--- config.mk ---
export PLATFORM = sky130hd
export DESIGN_NAME = mem_arbiter
export DESIGN_NICKNAME = d
export VERILOG_FILES = /design/src/rtl/mem_arbiter.sv
export SDC_FILE = /design/constraint.sdc
export NUM_CORES = 1
export LEC_CHECK = 0
export ABC_AREA = 1
export BUFFER_PORTS_ARGS = -buffer_cell sky130_fd_sc_hd__buf_2
export CAP_MARGIN = 20
export CORE_MARGIN = 2
export CORE_UTILIZATION = 51
export DETAILED_ROUTE_END_ITERATION = 10
export HOLD_SLACK_MARGIN = 0.05
export PLACE_DENSITY = 0.93
export SKIP_CTS_REPAIR_TIMING = 1
export SLEW_MARGIN = 20
export SYNTH_ARGS = -nofsm -noshare
export SYNTH_HDL_FRONTEND = slang
export SYNTH_SLANG_ARGS = --single-unit
--- constraint.sdc ---
create_clock -name clk -period 3.35 [get_ports clk]
set_clock_uncertainty 0.15 [all_clocks]
set_input_delay 0.1675 -clock clk [delete_from_list [all_inputs] [get_ports clk]]
set_output_delay 0.1675 -clock clk [all_outputs]
set_load 0.02 [all_outputs]
--- src/rtl/mem_arbiter.sv ---
// Round-robin arbiter sharing one synchronous memory (1-cycle read latency)
// between core_count requesters; one transaction in flight, 3 cycles each.
module mem_arbiter #(
  parameter int core_count = 4,
  parameter int addr_width = 12,
  parameter int data_width = 12,
  localparam int id_w = (core_count > 1) ? $clog2(core_count) : 1
) (
  input  logic                             clk,
  input  logic                             reset,
  input  logic [core_count-1:0]            req,
  input  logic [core_count-1:0]            we,
  input  logic [core_count*addr_width-1:0] addr_bus,
  input  logic [core_count*data_width-1:0] wdata_bus,
  output logic [core_count-1:0]            ack,
  output logic [data_width-1:0]            rdata,
  output logic [id_w-1:0]                  grant_id,
  output logic                             busy,
  output logic [addr_width-1:0]            mem_addr,
  output logic [data_width-1:0]            mem_wdata,
  output logic                             mem_we,
  input  logic [data_width-1:0]            mem_rdata
);

  typedef enum logic [1:0] {
    ST_IDLE     = 2'd0,
    ST_ACCESS   = 2'd1,
    ST_COMPLETE = 2'd2
  } state_t;

  localparam logic [id_w:0]         cc_l   = (id_w+1)'(core_count);
  localparam logic [id_w-1:0]       last_l = id_w'(core_count - 1);
  localparam logic [core_count-1:0] one_l  = core_count'(1);

  state_t                  r_state;
  state_t                  w_next_state;
  logic [id_w-1:0]         r_ptr;
  logic [id_w-1:0]         r_grant_id;
  logic [core_count-1:0]   r_ack;
  logic [data_width-1:0]   r_rdata;
  logic [addr_width-1:0]   r_mem_addr;
  logic [data_width-1:0]   r_mem_wdata;
  logic                    r_mem_we;
  logic                    r_is_write;
  logic                    r_busy;

  logic [core_count-1:0]   w_elig;
  logic                    w_found;
  logic [id_w-1:0]         w_winner;
  logic [id_w:0]           w_idx;
  logic [addr_width-1:0]   w_sel_addr;
  logic [data_width-1:0]   w_sel_wdata;

  // A core whose ack is high this cycle must not be re-granted on the same edge.
  assign w_elig      = req & ~r_ack;
  assign w_sel_addr  = addr_bus[w_winner*addr_width +: addr_width];
  assign w_sel_wdata = wdata_bus[w_winner*data_width +: data_width];

  // Rotating-priority scan starting just after the last served core, wrapping modulo core_count
  always_comb begin
    w_found  = 1'b0;
    w_winner = '0;
    w_idx    = '0;
    for (int k = 1; k <= core_count; k++) begin
      w_idx = {1'b0, r_ptr} + (id_w+1)'(k);
      if (w_idx >= cc_l) begin
        w_idx = w_idx - cc_l;
      end else begin
        w_idx = w_idx;
      end
      if (!w_found && w_elig[w_idx[id_w-1:0]]) begin
        w_found  = 1'b1;
        w_winner = w_idx[id_w-1:0];
      end else begin
        w_found  = w_found;
        w_winner = w_winner;
      end
    end
  end

  // Next-state logic
  always_comb begin
    w_next_state = r_state;
    case (r_state)
      ST_IDLE: begin
        if (w_found) begin
          w_next_state = ST_ACCESS;
        end else begin
          w_next_state = ST_IDLE;
        end
      end
      ST_ACCESS:   w_next_state = ST_COMPLETE;
      ST_COMPLETE: w_next_state = ST_IDLE;
      default:     w_next_state = ST_IDLE;
    endcase
  end

  // State register
  always_ff @(posedge clk) begin
    if (reset) begin
      r_state <= ST_IDLE;
    end else begin
      r_state <= w_next_state;
    end
  end

  // Grant capture, memory strobe, read-data return and ack pulse
  always_ff @(posedge clk) begin
    if (reset) begin
      r_ptr       <= last_l;
      r_grant_id  <= '0;
      r_ack       <= '0;
      r_rdata     <= '0;
      r_mem_addr  <= '0;
      r_mem_wdata <= '0;
      r_mem_we    <= 1'b0;
      r_is_write  <= 1'b0;
      r_busy      <= 1'b0;
    end else begin
      r_ack  <= '0;
      r_busy <= (w_next_state != ST_IDLE);
      case (r_state)
        ST_IDLE: begin
          if (w_found) begin
            r_grant_id  <= w_winner;
            r_mem_addr  <= w_sel_addr;
            r_mem_wdata <= w_sel_wdata;
            r_mem_we    <= we[w_winner];
            r_is_write  <= we[w_winner];
          end else begin
            r_mem_we <= 1'b0;
          end
        end
        ST_ACCESS: begin
          r_mem_we <= 1'b0;
        end
        ST_COMPLETE: begin
          if (!r_is_write) begin
            r_rdata <= mem_rdata;
          end else begin
            r_rdata <= r_rdata;
          end
          r_ack <= one_l << r_grant_id;
          r_ptr <= r_grant_id;
        end
        default: begin
          r_mem_we <= 1'b0;
        end
      endcase
    end
  end

  assign ack       = r_ack;
  assign rdata     = r_rdata;
  assign grant_id  = r_grant_id;
  assign busy      = r_busy;
  assign mem_addr  = r_mem_addr;
  assign mem_wdata = r_mem_wdata;
  assign mem_we    = r_mem_we;

endmodule
### Word-level counts from Yosys, hierarchy flattened

Cells that the tools add are included.
Widths: inputs -> output; s select.

* shift-type cells: 3
* reduce and logical (&&, ||, !) cells: 11
* equality and inequality tests: 2
* multipliers: 1
* $lt $le $gt $ge: 9
* div/mod/pow operators: 0
* $add $sub $neg: 8
* bitwise operators: 4
* mux-type cells: 26

Operators by type and width (number)
* $shiftx 48x7->12: 2
* $mux 2: 8
* $lt 2x3->1 const B: 5
* $ge 3x3->1 const B: 4
* $mux 1: 11
* $bmux 1 s2: 5
* $sub 2x1->2 const B: 4
* $add 2x2->3 const B: 2
* $and 4x4->4: 1
* $mul 2x2->4 const B: 1
* $not 4->4: 1
* $pmux 2 s2: 1
* $reduce_and 2->1: 2
* $shl 1x2->4 const A: 1
* $add 2x1->3 const B: 1
* $add 2x3->3 const B: 1
* $logic_and 1x1->1: 3
* $logic_not 1->1: 3
* $eq 2x1->1 const B: 1
* $eq 2x2->1 const B: 1
* $logic_not 2->1: 1
* $not 1->1: 2
* $pmux 1 s2: 1
* $reduce_bool 2->1: 1
* $reduce_or 2->1: 1

* bits in registers: 49
* output and inout bits: 44
* bits in read-only memories: 0
* memory bits (writable): 0
* latch bits: 0
* logic and storage cells: 74
* memories kept: 0

### Logic depth before layout (Yosys ltp)

Gate-level depths: netlist of the first run.

* depth in word-level cells: 19
* gate-level depth with buffers: 16

### Least setup slack after synthesis of the first run

Ideal clock, no wire load.

* path kind: register to register
* start: reg r_ack[1] (netlist: ack[1])
* end: reg r_mem_we (netlist: mem_we)
* stages on the path, launching flop included: 15
* data arrival time: 1592 ps
* setup slack: 1493 ps
* library setup time: 115 ps
* cell sequence: dfxtp_1 inv_1 nand3_1 nand2_1 nand2_1 nand2_1 nand2_1 nand2_1 nand2_2 nand3_2 buf_2 nand2_1 nand3_1 nand3_1 nand2_1

* cells in the longest elaborated chain, start to end: 18

RTL lines
* start, declared: RTL line 39 `logic [core_count-1:0] r_ack;`
* start signal, assigned: RTL line 143 `r_ack <= one_l << r_grant_id;`
* $not 4->4 (*): RTL line 55 `assign w_elig = req & ~r_ack;`
* $and 4x4->4 (*): RTL line 55
* $bmux 1 s2: RTL line 71 `if (!w_found && w_elig[w_idx[id_w-1:0]]) begin`
* $mux 1 (implied by the code): RTL line 71
* $mux 1: RTL line 71
* $logic_not 1->1: RTL line 71
* $logic_and 1x1->1: RTL line 71
* $mux 1: RTL line 71
* [2 not listed]
* $mux 1: RTL line 71
* $logic_not 1->1: RTL line 71
* $logic_and 1x1->1: RTL line 71
* $mux 2: RTL line 71
* $bmux 1 s2: RTL line 128 `r_mem_we <= we[w_winner];`
* $mux 1 (implied by the code): RTL line 128
* $mux 1 (*): RTL line 124 `if (w_found) begin`
* $pmux 1 s2 (*): RTL line 122 `case (r_state)`
* end signal, assigned: RTL line 128
* end, declared: RTL line 43 `logic r_mem_we;`

Mark *: on every way between the ends. The rest lies on a longest branch, timed or not. The select of a mux whose other input is x is not followed.
A chain may end at the register's enable or synchronous reset.

### Worst setup path after layout of the first run

* start: reg r_ptr[0]
* end: reg r_mem_wdata[7] (netlist: mem_wdata[7])

* cells in the longest elaborated chain, start to end: 17

RTL lines
* start, declared: RTL line 37 `logic [id_w-1:0] r_ptr;`
* start signal, assigned: RTL line 110 `r_ptr <= last_l;`
* start signal, assigned: RTL line 144 `r_ptr <= r_grant_id;`
* $add 2x1->3: RTL line 65 `w_idx = {1'b0, r_ptr} + (id_w+1)'(k);`
* $ge 3x3->1 or $sub 2x1->2 (tied branches): RTL line 66, 67
* $mux 2: RTL line 66 `if (w_idx >= cc_l) begin`
* $bmux 1 s2: RTL line 71
* $mux 1 (implied by the code): RTL line 71
* $mux 1: RTL line 71
* $logic_not 1->1: RTL line 71
* $logic_and 1x1->1: RTL line 71
* $mux 1: RTL line 71
* $logic_not 1->1: RTL line 71
* $logic_and 1x1->1: RTL line 71
* $mux 1: RTL line 71
* $logic_not 1->1: RTL line 71
* $logic_and 1x1->1: RTL line 71
* $mux 2: RTL line 71
* $mul 2x2->4: RTL line 57 `assign w_sel_wdata = wdata_bus[w_winner*data_width +: data_width];`
* $shiftx 48x7->12: RTL line 57
* end signal, assigned: RTL line 127 `r_mem_wdata <= w_sel_wdata;`
* end, declared: RTL line 42 `logic [data_width-1:0] r_mem_wdata;`

Several ways; a longest one is shown, not always the timed one. The select of a mux whose other input is x is not followed.

==> impl_metrics.json, run 1 <==
{
  "outcome": "finished clean",
  "final_antenna_net_count": 0,
  "crit_top_cell": "nand2_1",
  "rsz0062_at_grt": "no",
  "num_rows": 29,
  "fmax_ghz": 0.380,
  "tightest_slew_ns": 0.783,
  "arrival_ns": 2.68,
  "critical_path.top_delay_family": "simple AND/OR/NAND/NOR gates",
  "crit_path_start_kind": "flop",
  "io-pin-count": 162,
  "grt_pass1_wl_um": 15700,
  "worstPathRequired_ns": 3.40,
  "synthAdderAreaFrac_pct": 0,
  "synth_cells": 577,
  "first_pass_iters": 4,
  "cp_num_buf_inv": 2,
  "grt_pass1_vias": 3614,
  "seq_power_share_pct": 31.9,
  "synth_compound_area_share_pct": 4.57,
  "switchingPower_mw": 1.07,
  "overflow": 0,
  "yosysUniqueCellTypes": 25,
  "mostFrequentLayoutCell": "buf_2",
  "yosys.area_share.simple_pct": 44.0,
  "synth_area_per_cell_um2": 5.94,
  "slowest_delay_ns": 0.61,
  "final_cell_mix": "buf_2, inv_1, nand3_1, nand2_1, nor2_1",
  "port_buffers": 161,
  "hold_slack_ns": 0.0178,
  "clk_path_buf_depth": 2,
  "switching_share_pct": 44.0,
  "antennaDiodeCount": 0,
  "finalWirelength_um": 9950,
  "setup_viol": 0,
  "p_per_area_mw_per_mm2": 561,
  "coreArea_mm2": 0.00642,
  "rrSetupSlack_ns": 0.72,
  "viasPerCell": 5.08,
  "hpwl_um": 7240,
  "htreeDepth": 2,
  "grt_util_all_layers_pct": 25.9,
  "yosysWarnings": 0,
  "root_buffer": "clkbuf_8",
  "grt_start_max_net_pins": 51,
  "nNetsFinal": 840,
  "clk_latency_ns": 0.30,
  "synthMuxAreaShare_pct": 0,
  "fin_crit_sh_pct": 78.5,
  "final-hold-violation-count": 0,
  "leakagePower_nw": 2.70,
  "ir_drop_uv": 349,
  "cts_inserted_buffers": 5,
  "die_h_um": 85.9,
  "syn2layout_area_growth_pct": 27.2,
  "clkSinkCount": 49,
  "yosysSeqAreaShare_pct": 28.6,
  "die_w_um": 85.9,
  "drt-wirelength-per-cell_um": 12.4,
  "clkPwrFrac_pct": 17.8,
  "clk_pin_slew_ns": 0.09,
  "syn_nets": 695,
  "initial_core_util_pct": 53.3,
  "pwr-share-comb_pct": 50.3,
  "drt_iter0_markers": 313,
  "antenna_found_initial": 0,
  "criticalPathCategory": "flop to flop",
  "worstHoldPathType": "primary input to flop",
  "crit_path_max_fanout": 21,
  "p_int_mw": 1.37,
  "drc_errors": 0,
  "slew_viol_final": 0,
  "cp_cell_sequence": "nand3_1 -> nand2_1 -> nand2_1 -> nand2_1 -> nand2_1 -> nand2_1 -> nand2_2 -> nand3_2 -> buf_4 -> nand2_1 -> nand3_1 -> nand3_1 -> nand2_1 -> inv_1",
  "synth_xor_area_share_pct": 0,
  "crit_path_end_kind": "flop",
  "cts_tree": "yes",
  "gp_congestion": 0.837,
  "maxCapViolCount": 0,
  "slowest_stage": "dfxtp_1",
  "ys_ff_latch": 49,
  "netlist_area_mm2": 0.00342,
  "vias": 4061,
  "dieArea_mm2": 0.00739,
  "final.setup.tns_ns": 0,
  "synth_top_family_by_area": "simple AND/OR/NAND/NOR gates",
  "fin_crit_ns": 2.63,
  "drive_above_1_share_pct": 27.0,
  "maxSlewHeadroom_pct": 47.7
}
## per-layer routing
layer  vias up  routed length [um]  global-route usage (%)
met3        16                 734                    6.35
met4         0                 122                    7.50
li1       2084                   -                       -
met5         -                   0                       0
met2       172                5000                    48.5
met1      1789                4080                    28.8
## Yosys cell counts
| library cell | n | area, um2 |
|---|---|---|
| inv_2 | 2 | 7.51 |
| and2_4 | 1 | 8.76 |
| nand4_2 | 2 | 25.0 |
| nor2_1 | 55 | 206 |
| buf_4 | 8 | 60.1 |
| a31oi_1 | 1 | 6.26 |
| buf_2 | 19 | 95.1 |
| o21ai_0 | 12 | 60.1 |
| clkbuf_1 | 6 | 22.5 |
| nand4_1 | 50 | 313 |
| inv_6 | 1 | 8.76 |
| nand2_4 | 2 | 22.5 |
| a21oi_1 | 16 | 80.1 |
| buf_1 | 1 | 3.75 |
| nand3_1 | 93 | 465 |
| buf_6 | 3 | 33.8 |
| dfxtp_1 | 49 | 981 |
| nand2_1 | 92 | 345 |
| nand3_2 | 6 | 60.1 |
| nand2_2 | 6 | 37.5 |
| inv_4 | 1 | 6.26 |
| o21ai_1 | 2 | 10.0 |
| nor3_1 | 3 | 15.0 |
| or2_2 | 1 | 6.26 |
| inv_1 | 145 | 544 |
## path summary, 6_finish.rpt
| path | to | from | cells after the start |
|---|---|---|---|
| setup reg to reg | mem_wdata[7]$_SDFFE_PP0P_ | r_ptr[0]$_SDFFE_PP1N_ | 14 |
| hold / removal | rdata[6]$_SDFFE_PP0P_ | mem_rdata[6] | 3 |
| setup / recovery | mem_wdata[7]$_SDFFE_PP0P_ | r_ptr[0]$_SDFFE_PP1N_ | 14 |
| hold reg to reg | rdata[8]$_SDFFE_PP0P_ | rdata[8]$_SDFFE_PP0P_ | 2 |
## kinds of logic (layout without fill, tap and decap cells)
family,after synthesis,in the layout
flip-flops,49,49
buffers and inverters,186,332
AND/OR/NAND/NOR,311,311
AO/OA/AOI/OAI,31,31
## state kept, by name (all words and copies together), names as in the netlist
name,count
rdata,12
mem_addr,12
ack,4
grant_id,2
r_state,2
mem_we,1
busy,1
r_is_write,1
mem_wdata,12
r_ptr,2
## tightest hold or removal path, cell delays in order
cell and delay (ns):
buf_2 0.08, o21ai_0 0.07, a21oi_1 0.11
## power by group through the flow
stage / logic [mW] / registers (mW) / clock network [mW]
final: 1.23 / 0.778 / 0.436
after detailed placement: 1.22 / 0.789 / 0
after global placement: 1.18 / 0.788 / 0
after CTS: 1.22 / 0.777 / 0.447
after global routing: 1.37 / 0.790 / 0.470
after floorplan: 0.802 / 0.912 / 0
## metrics by stage
step | utilization (%) | cell area (um2) | total power [mW] | cells | setup WS [ns]
final | 67.8 | 4360 | 2.44 | 800 | 0.719
after global routing | 67.8 | 4360 | 2.63 | 800 | 0.475
after CTS | 66.4 | 4270 | 2.45 | 791 | 0.749
after detailed placement | 64.6 | 4150 | 2.00 | 783 | 0.773
after global placement | 64.6 | 4150 | 1.97 | 783 | 0.888
after floorplan | - | 3420 | 1.71 | 577 | 1.49
## final cells by class
cell class / count / area, um2
multi-input cells: 342 / 1660
fillers: 548 / 2070
clock buffers: 7 / 86.3
clock inverters: 1 / 30.0
well taps: 77 / 96.3
repair buffers: 175 / 933
inverters: 149 / 567
flip-flops and latches: 49 / 981
(Power assumes the default switching activity.)
==> run 2, diff against run 1 <==
Settings changed: ABC_AREA 1 to 0, CORE_UTILIZATION 51 to 41, PLACE_DENSITY 0.93 to 0.82.
Clock period 3.35 ns to 2.3 ns, I/O delays scaled along.
==> run 2 against run 1 <==
Sequential power rose by 28%. Clock power is 48% higher. Cell count decreased by 24%. Largest cell class unchanged. Critical path depth decreased by 8. Cell area shrank 1.9%. Global-route usage shrank 3.1 points. Worst setup slack lost 0.57 ns. Non-clock buffer count up 22. Wire length rose by 2.2%. Largest power group is now registers. Clock-buffer cell count fell by 1. Critical endpoint is now mem_wdata[6]$_SDFFE_PP0P_. Hold slack better by 0.0035 ns.
==> impl_metrics.json, run 2 <==
{
  "synth_area_leaders": "dfxtp_1, a221oi_2, o211a_1, o2111ai_1, nand2_1",
  "antenna_found_initial": 0,
  "clk_path_buf_depth": 2,
  "critical_path.top_delay_family": "simple AND/OR/NAND/NOR gates",
  "maxCapViolCount": 0,
  "cts_inserted_buffers": 5,
  "synth_top_area_cell": "dfxtp_1",
  "dp.cells": 584,
  "die_h_um": 91.2,
  "fmax_ghz": 0.466,
  "port_buffers": 161,
  "rsz0062_at_grt": "no",
  "die_w_um": 91.2,
  "ir_drop_uv": 456,
  "maxSlewHeadroom_pct": 70.2,
  "io-pin-count": 162,
  "crit_path_max_fanout": 33,
  "worstHoldPathType": "primary input to flop",
  "clkSinkCount": 49,
  "yosysUniqueCellTypes": 41,
  "clk_pin_slew_ns": 0.10,
  "yosysSeqAreaShare_pct": 31.4,
  "yosysWarnings": 0,
  "clk_latency_ns": 0.30,
  "power.total_mw": 2.50,
  "worstPathRequired_ns": 2.36,
  "drt-wirelength-per-cell_um": 16.6,
  "crit_path_start_kind": "flop",
  "grt_pass1_wl_um": 15700,
  "synthFlopType": "dfxtp_1",
  "fin_crit_sh_pct": 93.3,
  "final_cells": 612,
  "drt_iter0_markers": 165,
  "vias": 3418,
  "viasPerCell": 5.58,
  "p_per_area_mw_per_mm2": 584,
  "grt_pass1_vias": 3297,
  "criticalPathCategory": "flop to flop",
  "hp-start": "addr_bus[12]",
  "ys_ff_latch": 49,
  "outcome": "finished clean",
  "synth_cells": 349,
  "grt_util_all_layers_pct": 22.8,
  "setup_viol": 0,
  "arrival_ns": 2.20,
  "slew_viol_final": 0,
  "slowest_delay_ns": 0.49,
  "cp_cell_sequence": "and2b_1 -> o211ai_1 -> and3_2 -> buf_12 -> a221oi_2 -> o31ai_1",
  "nNetsFinal": 630,
  "n_fill_cell": 642,
  "crit_path_end_kind": "flop",
  "syn_nets": 467,
  "final-hold-violation-count": 0,
  "dpl_cell_area_mm2": 0.00395,
  "drc_errors": 0,
  "overflow": 0,
  "leakagePower_nw": 2.18,
  "finalWirelength_um": 10200,
  "final.setup.tns_ns": 0,
  "synth_top_area_share_pct": 31.4,
  "drive_above_1_share_pct": 43.5,
  "grt_start_max_net_pins": 34,
  "synth_enable_flop_cells": 0,
  "first_pass_iters": 4,
  "yosysMostFrequentCell": "nand2_1",
  "initial_core_util_pct": 42.6,
  "mostFrequentLayoutCell": "buf_2",
  "root_buffer": "clkbuf_8",
  "tightest_slew_ns": 0.442,
  "rrSetupSlack_ns": 0.15,
  "final_antenna_net_count": 0,
  "ys_async_sr_fraction_pct": 0,
  "rr_startpoint": "ack[0]$_SDFF_PP0_",
  "gp_congestion": 0.831,
  "htreeDepth": 2,
  "hpwl_um": 7140,
  "dieArea_mm2": 0.00832,
  "netlist_area_mm2": 0.00312,
  "coreArea_mm2": 0.00733,
  "slowest_stage": "and3_2",
  "cts_tree": "yes",
  "synth_area_per_cell_um2": 8.94,
  "cp_num_buf_inv": 1,
  "num_rows": 31,
  "syn2layout_area_growth_pct": 36.9,
  "critPathLaunch": "ack[0]$_SDFF_PP0_",
  "antennaDiodeCount": 0,
  "fin_crit_ns": 2.15,
  "final_cell_mix": "buf_2, nand2_1, dfxtp_1, inv_1, and3_1",
  "synthTopCellsByCount": "nand2_1, dfxtp_1, inv_1, and3_1",
  "finalInstanceArea_mm2": 0.00427
}
## run 2: changes by cell type in the layout (fill, tap and decap cells not counted), sizes merged, moves of 12 or more
cell	before	now
a221oi	0	25
and3	0	27
inv	149	28
nand2	100	52
nand3	99	1
nand4	52	0
nor2	55	7
o2111ai	0	25
o211a	0	26
o21ai	14	2
o31ai	0	26
## run 2: report_power, final
| group | switching, mW | total (mW) | internal, mW | leakage, nW |
|---|---|---|---|---|
| logic | 0.477 | 0.859 | 0.382 | 1.72 |
| clock network | 0.291 | 0.645 | 0.354 | 0.0574 |
| registers | 0.0559 | 0.992 | 0.936 | 0.402 |
## run 2: worst reg2reg max path, cell delays in order (launching register included)
cell and delay, ns:
dfxtp_1 0.34, and2b_1 0.30, o211ai_1 0.21, and3_2 0.49, buf_12 0.28, a221oi_2 0.05, o31ai_1 0.25
## run 2: cell families (layout without fill, tap and decap cells)
logic type	after synthesis	after routing	share of synthesized area, %
simple gates	107	107	17.4
buf+inv	69	233	11.7
mux	1	1	0.321
flops	49	49	31.4
compound gates	123	123	39.2
## run 2: final cells by class
cell class,instances,area (um2),share of cell area [%]
flip-flops and latches,49,981,23.0
repair buffers,197,1160,27.2
clock buffers,6,82.6,1.93
well taps,99,124,2.90
clock inverters,2,37.5,0.879
multi-input cells,231,1780,41.6
inverters,28,105,2.46
## run 2: routing by layer
layer	global-route usage, %	routed length (um)
met5	0	0
met4	4.80	116
met3	5.39	705
met2	40.6	5000
met1	28.0	4340
## run 2: stage by stage
stage | hold slack (ns) | utilization [%] | setup slack (ns)
finish | 0.0214 | 58.3 | 0.153
global placement | 0.205 | 53.9 | 0.264
CTS | -0.114 | 55.5 | 0.143
global route | 0.0516 | 58.3 | 0.0437
floorplan | 0.0477 | - | 0.296
detailed placement | 0.211 | 53.9 | 0.163
## run 2: final timing paths
path / cells past startpoint / endpoint
setup / recovery: 6 / mem_wdata[6]$_SDFFE_PP0P_
hold / removal: 3 / mem_addr[0]$_SDFFE_PP0P_
setup reg to reg: 6 / mem_wdata[6]$_SDFFE_PP0P_
hold reg to reg: 2 / mem_addr[2]$_SDFFE_PP0P_
